[config.mk]
export PLATFORM = sky130hd
export DESIGN_NAME = exibe_sequencia_flat
export DESIGN_NICKNAME = d
export VERILOG_FILES = /design/src/rtl/exibe_sequencia_pkg.sv /design/src/rtl/exibe_sequencia_if.sv /design/src/rtl/contador_tempo.sv /design/src/rtl/exibe_sequencia.sv /design/src/flat_wrapper.sv
export SDC_FILE = /design/constraint.sdc
export NUM_CORES = 1
export LEC_CHECK = 0
export ABC_AREA = 1
export CORE_ASPECT_RATIO = 0.8
export CORE_MARGIN = 2
export CORE_UTILIZATION = 45
export DETAILED_ROUTE_END_ITERATION = 16
export DONT_BUFFER_PORTS = 1
export GPL_TIMING_DRIVEN = 0
export PLACE_DENSITY = 0.69
export SETUP_SLACK_MARGIN = 0.3
export SYNTH_ARGS = -nofsm -noshare
export SYNTH_HDL_FRONTEND = slang
export SYNTH_SLANG_ARGS = --single-unit
[constraint.sdc]
create_clock -name clock -period 1.15 [get_ports clock]
set_input_delay 0.0575 -clock clock [delete_from_list [all_inputs] [get_ports clock]]
set_output_delay 0.0575 -clock clock [all_outputs]
set_load 0.005 [all_outputs]
[src/rtl/exibe_sequencia_pkg.sv]
// Shared definitions for the LED sequence presenter: state codes, default timings, LED width.
// ONE_HOT_LEDS_EN selects 2-bit colour-index decoding of memory data instead of raw codes.
package exibe_sequencia_pkg;

    localparam int LED_W            = 4;
    localparam int T_ACESO_PADRAO   = 500;
    localparam int T_APAGADO_PADRAO = 250;

    // Codes double as the debug display value, so they are fixed explicitly.
    typedef enum logic [3:0] {
        OCIOSO  = 4'd0,
        BUSCA   = 4'd1,
        CARREGA = 4'd2,
        ACESO   = 4'd3,
        APAGADO = 4'd4,
        FIM     = 4'd5
    } estado_t;

    function automatic logic [LED_W-1:0] codifica_led(input logic [LED_W-1:0] dado);
`ifdef ONE_HOT_LEDS_EN
        return LED_W'(1) << dado[1:0];
`else
        return dado;
`endif
    endfunction

endpackage

[src/rtl/exibe_sequencia_if.sv]
// Bus between the sequence presenter, its memory and the game control unit.
// master: control unit + memory side; slave: the presenter.
interface exibe_sequencia_if #(
    parameter int ADDR_W = 4
);
    import exibe_sequencia_pkg::*;

    logic              iniciar;
    logic [ADDR_W-1:0] limite;
    logic [ADDR_W-1:0] endereco;
    logic [LED_W-1:0]  dado;
    logic [LED_W-1:0]  leds;
    logic              ocupado;
    logic              pronto;
    logic [3:0]        db_estado;

    modport master (
        output iniciar, limite, dado,
        input  endereco, leds, ocupado, pronto, db_estado
    );

    modport slave (
        input  iniciar, limite, dado,
        output endereco, leds, ocupado, pronto, db_estado
    );

endinterface

[src/rtl/contador_tempo.sv]
// Modulo-M cycle counter: counts 0..M-1 while conta is high, fim flags the last count.
module contador_tempo #(
    parameter int M = 4
) (
    input  logic clock,
    input  logic reset,
    input  logic zera,
    input  logic conta,
    output logic fim
);

    localparam int CW = $clog2(M) + 1;

    logic [CW-1:0] conta_q, conta_d;

    assign fim = (conta_q == CW'(M - 1));

    always_comb begin
        conta_d = conta_q;
        if (zera) begin
            conta_d = '0;
        end else if (conta) begin
            conta_d = fim ? '0 : conta_q + CW'(1);
        end
    end

    always_ff @(posedge clock) begin
        if (reset) begin
            conta_q <= '0;
        end else begin
            conta_q <= conta_d;
        end
    end

endmodule

[src/rtl/exibe_sequencia.sv]
// Shows memory elements 0..limite on the LEDs (lit period, then blank gap) and pulses pronto.
// Build option ONE_HOT_LEDS_EN: memory holds a 2-bit colour index decoded to a one-hot LED.
module exibe_sequencia
    import exibe_sequencia_pkg::*;
#(
    parameter int ADDR_W    = 4,
    parameter int T_ACESO   = T_ACESO_PADRAO,
    parameter int T_APAGADO = T_APAGADO_PADRAO
) (
    input  logic             clock,
    input  logic             reset,
    exibe_sequencia_if.slave bus
);

    estado_t           estado_q, estado_d;
    logic [ADDR_W-1:0] endereco_q, endereco_d;
    logic [ADDR_W-1:0] limite_q, limite_d;
    logic [LED_W-1:0]  leds_q, leds_d;
    logic              fim_aceso, fim_apagado;

    // One counter per period; each is held at zero outside its own state.
    contador_tempo #(.M(T_ACESO)) u_tempo_aceso (
        .clock (clock),
        .reset (reset),
        .zera  (estado_q != ACESO),
        .conta (estado_q == ACESO),
        .fim   (fim_aceso)
    );

    contador_tempo #(.M(T_APAGADO)) u_tempo_apagado (
        .clock (clock),
        .reset (reset),
        .zera  (estado_q != APAGADO),
        .conta (estado_q == APAGADO),
        .fim   (fim_apagado)
    );

    always_comb begin
        // NOTE: every target gets a default first so no path leaves it unassigned (no latches).
        estado_d   = estado_q;
        endereco_d = endereco_q;
        limite_d   = limite_q;
        leds_d     = leds_q;
        case (estado_q)
            OCIOSO: begin
                leds_d = '0;
                if (bus.iniciar) begin
                    estado_d   = BUSCA;
                    endereco_d = '0;
                    limite_d   = bus.limite;
                end
            end
            BUSCA:   estado_d = CARREGA;
            CARREGA: begin
                leds_d   = codifica_led(bus.dado);
                estado_d = ACESO;
            end
            ACESO: begin
                if (fim_aceso) begin
                    leds_d   = '0;
                    estado_d = APAGADO;
                end
            end
            APAGADO: begin
                if (fim_apagado) begin
                    // Compare before incrementing so the last address never wraps.
                    if (endereco_q == limite_q) begin
                        estado_d = FIM;
                    end else begin
                        endereco_d = endereco_q + ADDR_W'(1);
                        estado_d   = BUSCA;
                    end
                end
            end
            FIM:     estado_d = OCIOSO;
            default: estado_d = OCIOSO;
        endcase
    end

    always_ff @(posedge clock) begin
        // NOTE: non-blocking updates so every register sees pre-edge values of the others.
        if (reset) begin
            estado_q   <= OCIOSO;
            endereco_q <= '0;
            limite_q   <= '0;
            leds_q     <= '0;
        end else begin
            estado_q   <= estado_d;
            endereco_q <= endereco_d;
            limite_q   <= limite_d;
            leds_q     <= leds_d;
        end
    end

    assign bus.endereco  = endereco_q;
    assign bus.leds      = leds_q;
    assign bus.ocupado   = (estado_q != OCIOSO);
    assign bus.pronto    = (estado_q == FIM);
    assign bus.db_estado = estado_q;

endmodule

[src/flat_wrapper.sv]
// flat-port wrapper written by rule: the top's interface ports become plain ports
module exibe_sequencia_flat import exibe_sequencia_pkg::*;
#(
    parameter int ADDR_W    = 4,
    parameter int T_ACESO   = T_ACESO_PADRAO,
    parameter int T_APAGADO = T_APAGADO_PADRAO
)
  (clock, reset, bus_iniciar, bus_limite, bus_dado, bus_endereco, bus_leds, bus_ocupado, bus_pronto, bus_db_estado);
  exibe_sequencia_if #(.ADDR_W(ADDR_W)) bus_i ();
  input  logic clock;
  input  logic reset;
  input wire logic [$bits(bus_i.iniciar)-1:0] bus_iniciar;
  input wire logic [$bits(bus_i.limite)-1:0] bus_limite;
  input wire logic [$bits(bus_i.dado)-1:0] bus_dado;
  output wire logic [$bits(bus_i.endereco)-1:0] bus_endereco;
  output wire logic [$bits(bus_i.leds)-1:0] bus_leds;
  output wire logic [$bits(bus_i.ocupado)-1:0] bus_ocupado;
  output wire logic [$bits(bus_i.pronto)-1:0] bus_pronto;
  output wire logic [$bits(bus_i.db_estado)-1:0] bus_db_estado;
  assign bus_i.iniciar = bus_iniciar;
  assign bus_i.limite = bus_limite;
  assign bus_i.dado = bus_dado;
  assign bus_endereco = bus_i.endereco;
  assign bus_leds = bus_i.leds;
  assign bus_ocupado = bus_i.ocupado;
  assign bus_pronto = bus_i.pronto;
  assign bus_db_estado = bus_i.db_estado;
  exibe_sequencia #(.ADDR_W(ADDR_W), .T_ACESO(T_ACESO), .T_APAGADO(T_APAGADO)) u_core (.clock(clock), .reset(reset), .bus(bus_i));
endmodule
Word level (Yosys, flattened, before mapping)
Index checks and enable logic that the tools add are counted.
- register bits after elaboration: 35
- bits in latches: 0
- memory bits (writable): 0
- memory bits (read-only): 0
- output and inout port bits: 14
- logic and storage cells: 46
- memories kept: 0
- $add $sub $neg: 3
- $mul: 0
- div/mod/pow operators: 0
- $lt $le $gt $ge: 0
- equal/unequal tests: 14
- shift-type cells: 0
- mux-type cells: 13
- bitwise logic cells: 0
- reductions and logical operators: 10
- operator list (operator ; count):
    $mux 4 ; 7
    $pmux 4 s5 ; 1
    $pmux 4 s3 ; 1
    $add 10x1->10 const B ; 1
    $eq 10x9->1 const B ; 1
    $mux 10 ; 1
    $add 9x1->9 const B ; 1
    $eq 9x8->1 const B ; 1
    $mux 9 ; 1
    $eq 4x2->1 const B ; 2
    $eq 4x3->1 const B ; 2
    $pmux 4 s2 ; 1
    $add 4x1->4 const B ; 1
    $eq 4x1->1 const B ; 1
    $eq 4x4->1 ; 1
    $logic_not 4->1 ; 1
    $ne 2x1->1 const B ; 2
    $ne 2x2->1 const B ; 2
    $ne 4x2->1 const B ; 1
    $ne 4x3->1 const B ; 1
    $reduce_and 2->1 ; 2
    $reduce_and 4->1 ; 1
    $reduce_bool 4->1 ; 1
    $reduce_or 2->1 ; 2
    other kinds (4) ; 4

Longest topological paths before layout
Gate-level depths: netlist of the first run.
- depth after elaboration: 4
- depth in mapped cells: 10
- depth with buffers taken out: 10

Modules after synthesis
Synthesis of the first run repeated with hierarchy kept, for this count alone.
- cells, all modules: 256
- area, all modules: 1864.3 µm²
- by module, submodules not included (module ; instances ; cells each ; area each (µm²) ; sequential area each (µm²)):
    exibe_sequencia ; 1 ; 123 ; 843.3 ; 300.3
    contador_tempo (u_core.u_tempo_apagado) ; 1 ; 70 ; 523.0 ; 180.2
    contador_tempo (u_core.u_tempo_aceso) ; 1 ; 63 ; 498.0 ; 200.2

Worst setup path after synthesis of the first run
No wires, ideal clock.
- path type: register to register
- from: register u_core.u_tempo_apagado.conta_q[0]
- to: register u_core.u_tempo_apagado.conta_q[8]
- data arrival time: 1159 ps
- data required time: 1030 ps
- setup slack: -129 ps
- cell stages (with the launch flop): 8
- path buffers: 0
- clock period less this slack: 1279 ps
- cells stage by stage: dfxtp_1 -> ha_1 -> nand3_1 -> nor2_1 -> inv_1 -> nor2_1 -> and3_2 -> nor3_1
- cells in the longest elaborated chain, start to end: 2
- elaborated cells on any way between the ends: 3
- those cells by class: add/sub: 1; eq/ne: 1; mux: 1
- RTL lines (element ; line ; text):
    from (decl) ; contador_tempo.sv:14 ; logic [CW-1:0] conta_q, conta_d;
    from (signal assigned) ; contador_tempo.sv:31 ; conta_q <= conta_d;
    $add 9x1->9 / $eq 9x8->1 (equally long branches) ; contador_tempo.sv:23, contador_tempo.sv:16 ;
    $mux 9 * ; contador_tempo.sv:23 ; conta_d = fim ? '0 : conta_q + CW'(1);
Mark *: on every way between the ends. The rest lies on a longest branch, timed or not.
A chain may end at the register's enable or synchronous reset.

Worst setup path in the final report of the first run
- from: register u_core.u_tempo_apagado.conta_q[6]
- to: register u_core.endereco_q[3] (netlist: u_core.bus.endereco[3])
- cells in the longest elaborated chain, start to end: 3
- RTL lines (element ; line ; text):
    $eq 9x8->1 ; contador_tempo.sv:16 ; assign fim = (conta_q == CW'(M - 1));
    $ne 2x1->1 (no source line) ; n/a ;
    $reduce_and 4->1 (no source line) ; n/a ;
    to (signal assigned) ; exibe_sequencia.sv:89 ; endereco_q <= endereco_d;
    to (decl) ; exibe_sequencia.sv:16 ; logic [ADDR_W-1:0] endereco_q, endereco_d;
Every way passes these cells.

==> results of run 1 <==
-- final timing paths --
path	slack, ps	end	cells past startpoint
worst min-delay path	30	u_core.bus.endereco[2]	2
worst min register to register	440	u_core.u_tempo_aceso.conta_q[0]	1
worst max-delay path	-110	u_core.bus.endereco[3]	8
worst max register to register	-110	u_core.bus.endereco[3]	8
-- power groups by stage --
stage | Sequential [mW] | Clock (mW) | Combinational [mW]
after CTS | 1.40 | 0.860 | 0.689
after global routing | 1.42 | 0.911 | 0.873
after detailed placement | 1.42 | 0 | 0.569
after global placement | 1.41 | 0 | 0.562
after floorplan | 1.39 | 0 | 0.483
final | 1.40 | 0.835 | 0.780
-- registers in the layout, indices dropped and copies added, names as in the netlist --
signal and count:
u_core.u_tempo_aceso.conta_q 10, u_core.u_tempo_apagado.conta_q 9, u_core.bus.endereco 4, u_core.bus.leds 4, u_core.limite_q 4, u_core.bus.db_estado 3
-- cell type report --
class / instances / area share, %
Sequential cell: 34 / 30.75
Multi-Input combinational cell: 166 / 48.26
Clock buffer: 8 / 3.417
Tap cell: 44 / 2.349
Buffer: 2 / 0.5339
Inverter: 31 / 5.392
Timing Repair Buffer: 24 / 9.290
-- synthesized netlist by cell type (3+ instances only) --
cell	n	area share [%]
nand2_2	4	1.5
nand2_1	54	12
nor2_1	31	6.8
xor2_1	3	1.5
nor2_4	4	2.6
nand3_1	7	2.0
ha_1	4	2.9
xnor2_1	3	1.5
nand3_4	4	4.1
inv_1	28	6.1
dfxtp_1	34	40
a21oi_1	14	4.1
nand4_1	8	2.9
nor3_1	8	2.3
o21ai_0	6	1.8
-- timing repair --
| action | in CTS | in global routing |
|---|---|---|
| resized for setup | 25 | 42 |
| setup endpoints to repair | 36 | 36 |
| endpoints found under the hold margin | 8 | 0 |
| hold buffers | 9 | 0 |
| gates cloned | 0 | 1 |
| setup buffers | 14 | 1 |
| pin swaps | 21 | 22 |
-- kinds of logic after synthesis --
family | after synthesis | synth area share [%]
other | 1 | 0.2192
XOR/XNOR | 6 | 3.073
buffers and inverters | 33 | 7.535
AND/OR/NAND/NOR | 130 | 39.06
AO/OA/AOI/OAI | 24 | 7.388
flip-flops | 34 | 39.80
adder cells (fa/ha/maj) | 4 | 2.926
-- layer usage --
layer | wire (µm) | GRT usage [%] | vias up
met2 | 1781 | 27.40 | 44
met5 | 0 | 0 | -
met4 | 44 | 6.349 | 0
met1 | 1759 | 23.63 | 697
li1 | - | - | 802
met3 | 210 | 4.932 | 5
==> metrics.md, run 1 <==
| Metric | Value |
|---|---|
| Top_reg_cell synth | `dfxtp_1` |
| Most used cell, CP | `nand3_4` |
| Residual DRC | `0` |
| Min Hold Slack | `25.73 ps` |
| Post-Route Utilization | `62.85%` |
| Filler cells | `304` |
| Htree depth | `2` |
| GR Util All Layers | `17.65%` |
| Worst Path Required | `1370 ps` |
| CTS Buf Count | `5` |
| Total power draw | `3.017 mW` |
| Final worst slack | `-109.0 ps` |
| Max-cap violations | `0` |
| Core ar. | `0.003729 mm²` |
| Chip Height | `59.14 µm` |
| First-pass GRT wire length | `5782 µm` |
| Sw Pwr | `995.4 µW` |
| Post-place setup slack | `-191.3 ps` |
| Final cell count without fillers | `309` |
| DR vias/cell | `5.010` |
| Rows | `20` |
| Seq/Total Area, Yosys | `39.80%` |
| Commonest non-fill, non-tap cell in the layout | `nand2_1` |
| Sequential cell area | `720.7 µm²` |
| Clock share of power | `27.7%` |
| Slew Limit Fails | `0` |
| Die Area | `0.004313 mm²` |
| Port bufs | `0` |
| CP top delay family | `simple AND/OR/NAND/NOR gates` |
| CP max stage delay | `370 ps` |
| Power Density | `1287 mW/mm²` |
| Worst hold path type | `input pin to flip-flop` |
| P_int | `2.021 mW` |
| EDFF count, synth | `0` |
| Reg power frac | `46.5%` |
| # clock sinks | `34` |
| CP Capture Type | `flip-flop` |
| Vias in the first global route | `1336` |
| Vias after detailed routing | `1548` |
| Worst Path Arrival | `1480 ps` |
| Clock skew | `6.734 ps` |
| Chip width | `72.93 µm` |
| Critical path type | `flip-flop to flip-flop` |
| WP buf/inv | `1` |
| Post-Route WL | `3796 µm` |
| DRT iter0 DRCs | `82` |
| Clk_lat worst skew | `280 ps` |
| Dpl cells | `276` |
| Hold Startpoint | `reset` |
| Worst vdd ir | `0.8162 mV` |
| Clock period minus worst slack | `1259 ps` |
| FF+latch count, synth | `34` |
| YS warnings | `0` |
| Largest net degree at the start of global routing | `11` |
| Cell chosen for the clock root | `clkbuf_8` |
| Failing checks | `setup timing` |
| Fmax | `0.7943 GHz` |
| Area growth from synthesis to layout | `37.02%` |
| Final Hold Viols | `0` |
| DR WL/cell | `12.28 µm` |
| DRT Pass-1 Iters | `4` |
| Initial Utilization | `45.87%` |
| Critical path peak fanout | `7` |
| Status | `finished with violations` |
| Routability congestion estimate | `0.7836` |
| Comb power frac | `25.8%` |
| Sum Neg Setup Slack | `-2048 ps` |
| Multi-input logic area | `0.001131 mm²` |
| Post-route cell area | `0.002344 mm²` |
| Most frequent cells in the layout | `nand2_1 (45), inv_1 (22), nor2_1 (21)` |
| I/O pin total | `25` |
| Share of cells above drive strength 1 | `38.49%` |
| Grt ovf | `0` |
| Placement Cell Area | `0.001826 mm²` |
| Worst Setup SP | `u_core.u_tempo_apagado.conta_q[6]` |
| Yosys cell types | `29` |
| Cell Chain, Critical Path | `nand2_2 > nor2_4 > nand3_4 > nand2_8 > nand3_4 > nand2_1 > inv_1 > nor2_1` |
| Switching share of power | `33.00%` |
| Initial antenna violation count | `0` |
| Leak | `0.8516 nW` |
| Crit Reg-Reg Startpoint | `u_core.u_tempo_apagado.conta_q[6]` |
| RSZ-0062 raised after global routing | `yes` |
| CTS tree | `built` |
| Half-perimeter wire length after detailed placement | `2287 µm` |
| Startpoint Class | `flip-flop` |
| Routed Antenna Nets | `0` |
| Setup violators final | `29` |
| Fin nets | `279` |
| CTS clk-pin slew, worst paths | `70 ps` |
| Post-synthesis async set-or-reset flop share | `0%` |
| CP max-delay cell | `dfxtp_1` |
| Syn Area/Cell | `7.372 µm²` |
| Fin crit share | `109.5%` |
| N_diodes | `0` |
| Post-synthesis cell count | `232` |
| Synth Net Count | `247` |
| Clock Path Buffers | `2` |
| Synthesized area | `0.001710 mm²` |
Power figures use the tool's default switching activity.
==> run 2: changes to the inputs <==
--- a/config.mk
+++ b/config.mk
@@ -10,3 +10,3 @@
 export CORE_MARGIN = 2
-export CORE_UTILIZATION = 45
+export CORE_UTILIZATION = 55
 export DETAILED_ROUTE_END_ITERATION = 16
@@ -14,3 +14,3 @@
 export GPL_TIMING_DRIVEN = 0
-export PLACE_DENSITY = 0.69
+export PLACE_DENSITY = 0.8
 export SETUP_SLACK_MARGIN = 0.3
==> constraint.sdc (replaced) <==
create_clock -name clock -period 1.15 [get_ports clock]
set_input_delay 0 -clock clock [delete_from_list [all_inputs] [get_ports clock]]
set_output_delay 0 -clock clock [all_outputs]
set_load 0.005 [all_outputs]
==> metrics.md, run 2 (synthesis results as in run 1) <==
| Metric | Value |
|---|---|
| Worst Setup SP | `u_core.bus.endereco[2]` |
| Clock skew | `3.956 ps (-2.778 ps)` |
| Vias in the first global route | `1434 (+7.3%)` |
| RSZ-0062 raised after global routing | `yes` |
| Critical path type | `flip-flop to flip-flop` |
| Worst vdd ir | `0.7432 mV (-9.0%)` |
| RR Endpoint | `u_core.bus.endereco[0]` |
| Placement Cell Area | `0.001821 mm² (-0.27%)` |
| Clk_lat worst skew | `290 ps (about the same)` |
| Initial Utilization | `56.67% (+11 points)` |
| First-pass GRT wire length | `6223 µm (+7.6%)` |
| Port bufs | `0 (unchanged)` |
| N_diodes | `0 (unchanged)` |
| Filler cells | `202 (-34%)` |
| Core ar. | `0.003018 mm² (-19%)` |
| Half-perimeter wire length after detailed placement | `2289 µm (about the same)` |
| Vias after detailed routing | `1616 (+4.4%)` |
| Routed Antenna Nets | `0 (unchanged)` |
| Total power draw | `3.036 mW (+0.63%)` |
| Final Hold Viols | `0 (unchanged)` |
| Setup violators final | `33 (+14%)` |
| Worst hold path type | `input pin to flip-flop` |
| DRT iter0 DRCs | `78 (-4.9%)` |
| Most flops, register | `u_core.u_tempo_aceso.conta_q` |
| Max FFs per register | `10 (unchanged)` |
| Met3 wire len | `170 µm (-19%)` |
| Max-cap violations | `0 (unchanged)` |
| Met2 WL | `2225 µm (+25%)` |
| Post-Route Utilization | `78.19% (+15 points)` |
| Cell Chain, Critical Path | `inv_1 > nand2_1 > nand2_1 > nor2_4 > nand3_4 > nand3_4 > nand2_2 > inv_2 > nor2_1` |
| WP buf/inv | `2 (+1)` |
| Post-place setup slack | `-215.0 ps (-23.65 ps)` |
| Chip width | `66.35 µm (-9.0%)` |
| Initial antenna violation count | `0 (unchanged)` |
| Critical path peak fanout | `7 (unchanged)` |
| Most frequent cells in the layout | `nand2_1 (48), inv_1 (22), nor2_1 (21)` |
| Die Area | `0.003575 mm² (-17%)` |
| Hold Path Stages | `5 (+3)` |
| CP max-delay cell | `dfxtp_2` |
| CP Capture Type | `flip-flop` |
| Status | `finished with violations` |
| Rows | `18 (-10%)` |
| Top layer in use | `met4` |
| Residual DRC | `0 (unchanged)` |
| Clock Path Buffers | `2 (unchanged)` |
| CTS Buf Count | `5 (unchanged)` |
| Clock period minus worst slack | `1332 ps (+72.72 ps)` |
| CTS tree | `built` |
| Final cell count without fillers | `311 (+0.65%)` |
| CTS clk-pin slew, worst paths | `70 ps (about the same)` |
| Fin nets | `286 (+2.5%)` |
| Crit Reg-Reg Startpoint | `u_core.bus.endereco[2]` |
| Commonest non-fill, non-tap cell in the layout | `nand2_1` |
| GR Util All Layers | `23.67% (+6.0 points)` |
| Area growth from synthesis to layout | `37.97%` |
| Cells on worst reg2reg path | `9 (+1)` |
| Hold Startpoint | `bus_iniciar` |
| CP top delay family | `simple AND/OR/NAND/NOR gates` |
| Cell chosen for the clock root | `clkbuf_8` |
| I/O pin total | `25 (unchanged)` |
| CP max stage delay | `430 ps (+60 ps)` |
| Grt ovf | `0 (unchanged)` |
| # clock sinks | `34 (unchanged)` |
| Slew Limit Fails | `0 (unchanged)` |
| Biggest regs | `u_core.u_tempo_aceso.conta_q (10), u_core.u_tempo_apagado.conta_q (9)` |
| Sum Neg Setup Slack | `-2879 ps (-830.3 ps)` |
| DR vias/cell | `5.196 (+3.7%)` |
| Routability congestion estimate | `0.7571 (-3.4%)` |
| DR WL/cell | `13.95 µm (+14%)` |
| Failing checks | `setup timing` |
| Fin crit share | `115.8% (+6.3 points)` |
| Final worst slack | `-181.7 ps (-72.72 ps)` |
| Largest net degree at the start of global routing | `12 (+1)` |
| Leak | `0.8718 nW (+2.4%)` |
| Min Hold Slack | `94.88 ps (+69.16 ps)` |
| Share of cells above drive strength 1 | `36.90% (-1.6 points)` |
| Dpl cells | `272 (-1.4%)` |
| R2R setup slack | `-180 ps (-70 ps)` |
| Fmax | `0.7509 GHz (-5.5%)` |
| Post-Route WL | `4339 µm (+14%)` |
| Post-route cell area | `0.002360 mm² (+0.69%)` |
| Startpoint Class | `flip-flop` |
| M1 wire length | `1855 µm (+5.5%)` |
| Worst Path Required | `1340 ps (-30 ps)` |
| Htree depth | `2 (unchanged)` |
| Chip Height | `53.88 µm (-8.9%)` |
| Hold endpoint | `u_core.bus.db_estado[0]` |
| DRT Pass-1 Iters | `4 (unchanged)` |
| Worst Path Arrival | `1520 ps (+40 ps)` |
| Power Density | `1287 mW/mm² (about the same)` |
==> run 2: repair_timing <==
action                                 4_1_cts  5_1_grt
hold buffers                                11        0
pin swaps                                   20       21
endpoints found under the hold margin       10        0
cloned                                       1        0
setup buffers                               14        6
setup endpoints to repair                   36       36
gates resized for setup                     28       33
==> run 2: area by class of cell <==
class / instances / area, µm² / area share [%]
multi-input cells: 166 / 1092 / 46.29
flip-flops and latches: 34 / 720.7 / 30.54
repair buffers: 31 / 279.0 / 11.82
inverters: 31 / 128.9 / 5.461
clock buffers: 7 / 76.32 / 3.234
well taps: 40 / 50.05 / 2.121
plain buffers: 2 / 12.51 / 0.5302
==> run 2: layer usage <==
metal | vias up | GRT usage [%]
met3 | 13 | 7.531
met4 | 0 | 10.20
met2 | 35 | 39.33
met1 | 746 | 28.55
met5 | - | 0
li1 | 822 | -
==> run 2: how the worst max path moves through the flow <==
stage                             end  slack, ps  depth (start not counted)
3_5_place_dp   u_core.bus.endereco[3]       -210                          9
2_1_floorplan  u_core.bus.endereco[0]        -30                         10
5_1_grt        u_core.bus.endereco[1]       -240                          9
4_1_cts        u_core.bus.endereco[0]       -130                          8
3_3_place_gp   u_core.bus.endereco[3]       -190                          9
6_report       u_core.bus.endereco[0]       -180                          9
==> run 2: report_power, final <==
group	internal (mW)	total (mW)	switching [mW]	leakage [nW]
clock	0.417	0.847	0.430	0.0383
sequential	1.28	1.41	0.132	0.286
combinational	0.297	0.781	0.484	0.548
total	1.99	3.04	1.05	0.872
==> run 2: worst reg2reg max path: cells and delay by family (launching register included) <==
kind	cells	cell delay [ps]
buf+inv	2	140
flops	1	430
simple gates	7	670
